## src/rtl/ula_pkg.sv

```systemverilog
// Shared constants for the execution-stage ALU and its control decoder:
// operation codes, FSM state encoding and the default datapath width.
package ula_pkg;

    localparam int ULA_WIDTH = 32;

    localparam logic [4:0] OP_ADD  = 5'd0;
    localparam logic [4:0] OP_SUB  = 5'd1;
    localparam logic [4:0] OP_MULT = 5'd2;
    localparam logic [4:0] OP_DIV  = 5'd3;
    localparam logic [4:0] OP_AND  = 5'd4;
    localparam logic [4:0] OP_OR   = 5'd5;
    localparam logic [4:0] OP_NAND = 5'd6;
    localparam logic [4:0] OP_NOR  = 5'd7;
    localparam logic [4:0] OP_BEQ  = 5'd8;
    localparam logic [4:0] OP_BNE  = 5'd9;
    localparam logic [4:0] OP_BGT  = 5'd10;
    localparam logic [4:0] OP_BLT  = 5'd11;
    localparam logic [4:0] OP_SLT  = 5'd12;
    localparam logic [4:0] OP_SLE  = 5'd13;
    localparam logic [4:0] OP_SGE  = 5'd14;
    localparam logic [4:0] OP_PASSB = 5'd30;
    localparam logic [4:0] OP_PASSA = 5'd31;

    typedef enum logic [1:0] {
        S_IDLE,
        S_MUL,
        S_DIV,
        S_FIX
    } state_t;

endpackage

```

## src/rtl/ula_muldiv.sv

```systemverilog
// Iterative unsigned core: shift-add multiply (low half) or restoring divide
// (quotient), one step per cycle for WIDTH cycles after load.
module ula_muldiv #(
    parameter int WIDTH = 32
) (
    input  logic             clk,
    input  logic             rst_n,
    input  logic             load,
    input  logic             op,
    input  logic [WIDTH-1:0] a_mag,
    input  logic [WIDTH-1:0] b_mag,
    output logic [WIDTH-1:0] raw,
    output logic             last
);
    localparam int CW = $clog2(WIDTH);

    logic             active;
    logic             op_q;
    logic [CW-1:0]    cnt;
    // hi: accumulator (mul) or partial remainder (div)
    // lo: multiplier (mul) or dividend/quotient (div); b: shifted multiplicand or divisor
    logic [WIDTH-1:0] hi, lo, b;
    logic [WIDTH:0]   shifted, trial;

    assign shifted = {hi, lo[WIDTH-1]};
    assign trial   = shifted - {1'b0, b};
    assign last    = active && (cnt == CW'(WIDTH - 1));
    assign raw     = op_q ? lo : hi;

    always_ff @(posedge clk or negedge rst_n) begin
        if (!rst_n) begin
            active <= 1'b0;
            op_q   <= 1'b0;
            cnt    <= '0;
            hi     <= '0;
            lo     <= '0;
            b      <= '0;
        end else if (load) begin
            active <= 1'b1;
            op_q   <= op;
            cnt    <= '0;
            hi     <= '0;
            lo     <= a_mag;
            b      <= b_mag;
        end else if (active) begin
            cnt <= last ? '0 : cnt + 1'b1;
            if (last) active <= 1'b0;
            if (op_q) begin
                if (!trial[WIDTH]) begin
                    hi <= trial[WIDTH-1:0];
                    lo <= {lo[WIDTH-2:0], 1'b1};
                end else begin
                    hi <= shifted[WIDTH-1:0];
                    lo <= {lo[WIDTH-2:0], 1'b0};
                end
            end else begin
                if (lo[0]) hi <= hi + b;
                b  <= b << 1;
                lo <= lo >> 1;
            end
        end
    end

endmodule

```

## src/rtl/ula_multiciclo.sv

```systemverilog
// Execution-stage ALU: single-cycle logic/arith/compare ops plus a multicycle
// signed multiply/divide built on the magnitude core, with sign fixed up at the end.
module ula_multiciclo
    import ula_pkg::*;
#(
    parameter int WIDTH = ULA_WIDTH
) (
    input  logic             clk,
    input  logic             rst_n,
    input  logic             start,
    input  logic [4:0]       controle,
    input  logic [WIDTH-1:0] A,
    input  logic [WIDTH-1:0] B,
    output logic [WIDTH-1:0] resultado,
    output logic             flag,
    output logic             div_zero,
    output logic             busy,
    output logic             done
);
    state_t           state, state_nxt;
    logic             load, op_div, neg_q;
    logic [WIDTH-1:0] a_mag, b_mag, raw;
    logic             core_last;

    logic [WIDTH-1:0] sc_res, diff;
    logic             sc_flag, sc_dz, lt, eq;

    assign a_mag  = A[WIDTH-1] ? -A : A;
    assign b_mag  = B[WIDTH-1] ? -B : B;
    assign op_div = (controle == OP_DIV);
    assign busy   = (state != S_IDLE);

    ula_muldiv #(.WIDTH(WIDTH)) u_core (
        .clk   (clk),
        .rst_n (rst_n),
        .load  (load),
        .op    (op_div),
        .a_mag (a_mag),
        .b_mag (b_mag),
        .raw   (raw),
        .last  (core_last)
    );

    always_ff @(posedge clk or negedge rst_n) begin
        if (!rst_n) state <= S_IDLE;
        else        state <= state_nxt;
    end

    always_comb begin
        state_nxt = state;
        load      = 1'b0;
        case (state)
            S_IDLE: begin
                if (start && controle == OP_MULT) begin
                    state_nxt = S_MUL;
                    load      = 1'b1;
                end else if (start && op_div && B != '0) begin
                    state_nxt = S_DIV;
                    load      = 1'b1;
                end
            end
            S_MUL, S_DIV: if (core_last) state_nxt = S_FIX;
            S_FIX:        state_nxt = S_IDLE;
            default:      state_nxt = S_IDLE;
        endcase
    end

    assign diff = A - B;
    assign lt   = $signed(A) < $signed(B);
    assign eq   = (A == B);

    always_comb begin
        sc_res  = '0;
        sc_flag = 1'b0;
        sc_dz   = 1'b0;
        case (controle)
            OP_ADD:   sc_res = A + B;
            OP_SUB:   sc_res = diff;
            OP_AND:   sc_res = A & B;
            OP_OR:    sc_res = A | B;
            OP_NAND:  sc_res = ~(A & B);
            OP_NOR:   sc_res = ~(A | B);
            OP_BEQ:   begin sc_res = diff; sc_flag = eq;         end
            OP_BNE:   begin sc_res = diff; sc_flag = !eq;        end
            OP_BGT:   begin sc_res = diff; sc_flag = !lt && !eq; end
            OP_BLT:   begin sc_res = diff; sc_flag = lt;         end
            OP_SLT:   begin sc_res = {{(WIDTH-1){1'b0}}, lt};         sc_flag = lt;         end
            OP_SLE:   begin sc_res = {{(WIDTH-1){1'b0}}, lt || eq};   sc_flag = lt || eq;   end
            OP_SGE:   begin sc_res = {{(WIDTH-1){1'b0}}, !lt};        sc_flag = !lt;        end
            OP_PASSB: sc_res = B;
            OP_PASSA: sc_res = A;
            // only reached in the single-cycle path when B is zero
            OP_DIV:   begin sc_res = '1; sc_dz = 1'b1; end
            default:  ;
        endcase
    end

    always_ff @(posedge clk or negedge rst_n) begin
        if (!rst_n) begin
            neg_q     <= 1'b0;
            resultado <= '0;
            flag      <= 1'b0;
            div_zero  <= 1'b0;
            done      <= 1'b0;
        end else begin
            done <= 1'b0;
            if (load) begin
                neg_q <= A[WIDTH-1] ^ B[WIDTH-1];
            end else if (state == S_IDLE && start) begin
                resultado <= sc_res;
                flag      <= sc_flag;
                div_zero  <= sc_dz;
                done      <= 1'b1;
            end else if (state == S_FIX) begin
                resultado <= neg_q ? -raw : raw;
                flag      <= 1'b0;
                div_zero  <= 1'b0;
                done      <= 1'b1;
            end
        end
    end

endmodule
```

## config.mk

```make
export PLATFORM = sky130hd
export DESIGN_NAME = ula_multiciclo
export DESIGN_NICKNAME = d
export VERILOG_FILES = /design/src/rtl/ula_pkg.sv /design/src/rtl/ula_muldiv.sv /design/src/rtl/ula_multiciclo.sv
export SDC_FILE = /design/constraint.sdc
export NUM_CORES = 1
export LEC_CHECK = 0
export BUFFER_PORTS_ARGS = -buffer_cell sky130_fd_sc_hd__clkbuf_2
export CAP_MARGIN = 20
export CORE_MARGIN = 4
export CORE_UTILIZATION = 45
export CTS_CLUSTER_DIAMETER = 30
export DETAILED_ROUTE_END_ITERATION = 8
export GPL_ROUTABILITY_DRIVEN = 1
export PLACE_DENSITY = 0.66
export SYNTH_ARGS = -nofsm -noshare
export SYNTH_HDL_FRONTEND = slang
export SYNTH_HIERARCHICAL = 1
export SYNTH_SLANG_ARGS = --single-unit
```

## constraint.sdc

```tcl
create_clock -name clk -period 4.7 [get_ports clk]
set_clock_uncertainty 0.15 [all_clocks]
set_input_delay 0.705 -clock clk [delete_from_list [all_inputs] [get_ports clk]]
set_output_delay 0.705 -clock clk [all_outputs]
set_load 0.05 [all_outputs]
```

==> results.yml <==
power_and_ir_drop:
  peakVddDrop_v: 0.000307
  p_per_area_nw_per_um2: 590
  power.leakage_nw: 8.82
floorplanning:
  num_io_pins: 108
  die_height_um: 212
  core-area_um2: 40900
  die_w_um: 212
  start_util: 0.456
  rows: 74
  dieArea_um2: 44800
setup_path:
  crit_chain: "clkbuf_2 > inv_1 > ha_1 > nor2b_1 > o21ai_0 > a21boi_0 > a211oi_1 > a211oi_1 > o31ai_1 > a21oi_1 > a2111oi_0 > a211o_1"
  r2r-start: "u_core/b[5]$_DFFE_PN0P_"
  critPathRequiredTime_ns: 4.94
  endpoint_kind: "register"
  cpLargestDelayFamily: "compound AO/OA/AOI/OAI gates"
  path_buf_inv: 2
  cpMostUsedCell: "a211oi_1"
  cp_slowest_cell: "o31ai_1"
  start_kind: "input port"
  cp.arrival_ns: 4.34
  startpoint: "B[7]"
  path_max_fanout: 11
  worstSetupPathType: "in -> reg"
  slowest_delay_ns: 0.86
placement:
  post-dp-hpwl_mm: 56.0
  dp.cells: 3045
  gp_congestion: 0.993
  port_buffers: 107
global_route:
  antenna_found_initial: 1
  grt_max_degree: 84
  grt-ovfl-total: 0
  grt_pass1_vias: 18900
  grt_pass1_wl_mm: 109
  grt_usage: 0.307
worst_hold_path:
  hold_class: "in -> async"
logic_synthesis:
  synth_edf_count: 0
  syn_inst: 2485
  yosysMostFrequentCell: "nand2_1"
  yosysUniqueCellTypes: 89
  netlist.area_leader.share: 0.189
  synth-seq-cells: 141
  synth_area_per_cell_um2: 7.51
  synthArstFlopShare: 1.00
  synth_area_um2: 18700
  syn_nets: 2729
  seq_area_frac_synth: 0.189
  synth_area_leaders: "dfrtp_1, ha_1, xnor2_1, a21oi_1, o21ai_0"
  ys.flop_type: "dfrtp_1"
  synth_common_cells: "nand2_1, a21oi_1, o21ai_0"
  yosys_warnings: 6
  yosysTopAreaCell: "dfrtp_1"
clocking:
  cts.path.max_buffers: 2
  clockRootBuffer: "clkbuf_16"
  htreeDepth: 4
  clock_latency_ns: 0.45
  clock-sinks: 141
  numCtsBuffers: 17
  hold_buffers: 0
  cts_tree: "built"
  postCtsSetupBuffers: 0
  cts.reportedPaths.clkPinSlew_ns: 0.07
  post_cts_resized: 0
timing:
  period_minus_slack_ns: 4.09
  slew-limit-headroom: 0.340
  fin_tns_setup_ns: 0
  drv_slew: 0
  fmax_ghz: 0.244
  fin_crit_sh: 0.871
  setup_viol: 0
  worstMarginPinSlew_ns: 0.991
  rsz0062_at_grt: "no"
  final_hold_viol_count: 0
detailed_routing:
  dr.pass1.iters: 5
  drc: 0
  num_vias: 19600
  vias_per_cell: 6.38
  drt-wirelength-per-cell_um: 23.0
  drt_iter0_markers: 1816
  detail-route-antenna-nets: 0
  routed_wl_mm: 70.8
cells_and_area:
  fillCellCount: 4064
  layout-drive-gt1-share: 0.114
  final_nets: 2776
  fin_cells: 3078
  syn2layout_area_growth_pct: 9.85
status:
  status: "completed"
job:
  maxCapViolCount: 0
-- layout make-up --
type,instances,area [um^2],area share
multi-input combinational,2048,14000,0.685
antenna,1,2.50,0.000122
clock buffer,17,425,0.0208
timing repair buffer,171,1050,0.0511
tap,532,666,0.0325
sequential,141,3530,0.172
clock inverter,15,218,0.0106
inverter,153,574,0.0280
-- path summary, 6_finish.rpt --
check	to	slack, ns	cells after the start
setup / recovery	flag$_DFFE_PN0P_	0.61	12
hold / removal	u_core/cnt[0]$_DFFE_PN0P_	0.16	1
setup reg to reg	u_core/hi[24]$_DFFE_PN0P_	0.78	12
hold reg to reg	resultado[10]$_DFFE_PN0P_	0.34	2
max in group asynchronous	u_core/lo[4]$_DFFE_PN0P_	3.31	2
min in group clk	resultado[10]$_DFFE_PN0P_	0.34	2
-- logic make-up after synthesis --
logic type | Yosys count | share of synthesized area
and+or+nand+nor | 731 | 0.186
buffers and inverters | 296 | 0.0618
AOI/OAI and AO/OA | 864 | 0.304
DFF | 141 | 0.189
adders and majority gates | 172 | 0.117
muxes | 110 | 0.0613
xor gates and xnor gates | 171 | 0.0807
-- per-stage QoR --
step	hold slack (ns)	cell area (um^2)	utilization	setup slack, ns	power [W]
3_3_place_gp	0.319	19900	0.485	0.331	0.0102
5_1_grt	0.227	20500	0.501	0.342	0.0130
2_1_floorplan	0.259	18700	-	1.02	0.00828
3_5_place_dp	0.328	19900	0.485	0.254	0.0104
4_1_cts	0.189	20500	0.501	0.714	0.0120
6_report	0.156	20500	0.501	0.608	0.0121
-- worst register-to-register path, cell delays in order, from the launching register on --
cell and delay [ns]:
dfrtp_1 0.43, inv_1 0.07, ha_1 0.37, a21o_1 0.21, or3_1 0.33, o211ai_1 0.21
nand2_1 0.23, a211oi_4 0.49, xor2_4 0.50, buf_4 0.30, a21oi_1 0.11, a311oi_1 0.30
o31a_1 0.17
-- state kept, by name, summed over array words and instances (netlist names) --
register,flops
flag,1
neg_q,1
resultado,32
u_core/lo,32
u_core/b,32
u_core/op_q,1
u_core/cnt,5
div_zero,1
state,2
u_core/active,1
u_core/hi,32
done,1
-- per-layer routing --
metal,vias up,wire (um),track usage
li1,9190,-,-
met1,9348,30300,0.424
met2,936,31800,0.488
met3,166,5420,0.0332
met4,0,3210,0.136
met5,-,0,0
-- layout by cell type (no fill, tap or decap), types with 30 or more instances in the layout --
cell type,n
a21o_1,45
a21oi_1,226
a31oi_1,30
buf_4,62
clkbuf_2,106
dfrtp_1,140
ha_1,168
inv_1,152
mux2_2,33
mux2i_1,76
nand2_1,253
nand3_1,33
nor2_1,193
nor3_1,48
o211ai_1,39
o21ai_0,204
o31ai_1,44
xnor2_1,131
xor2_1,39
-- power breakdown --
part	switching (W)	internal, W	leakage, nW
clock	0.000573	0.000940	0.317
sequential	0.000738	0.00170	1.83
combinational	0.00499	0.00315	6.67
total	0.00631	0.00579	8.82
Note: power is estimated with default switching activity, not from simulation.
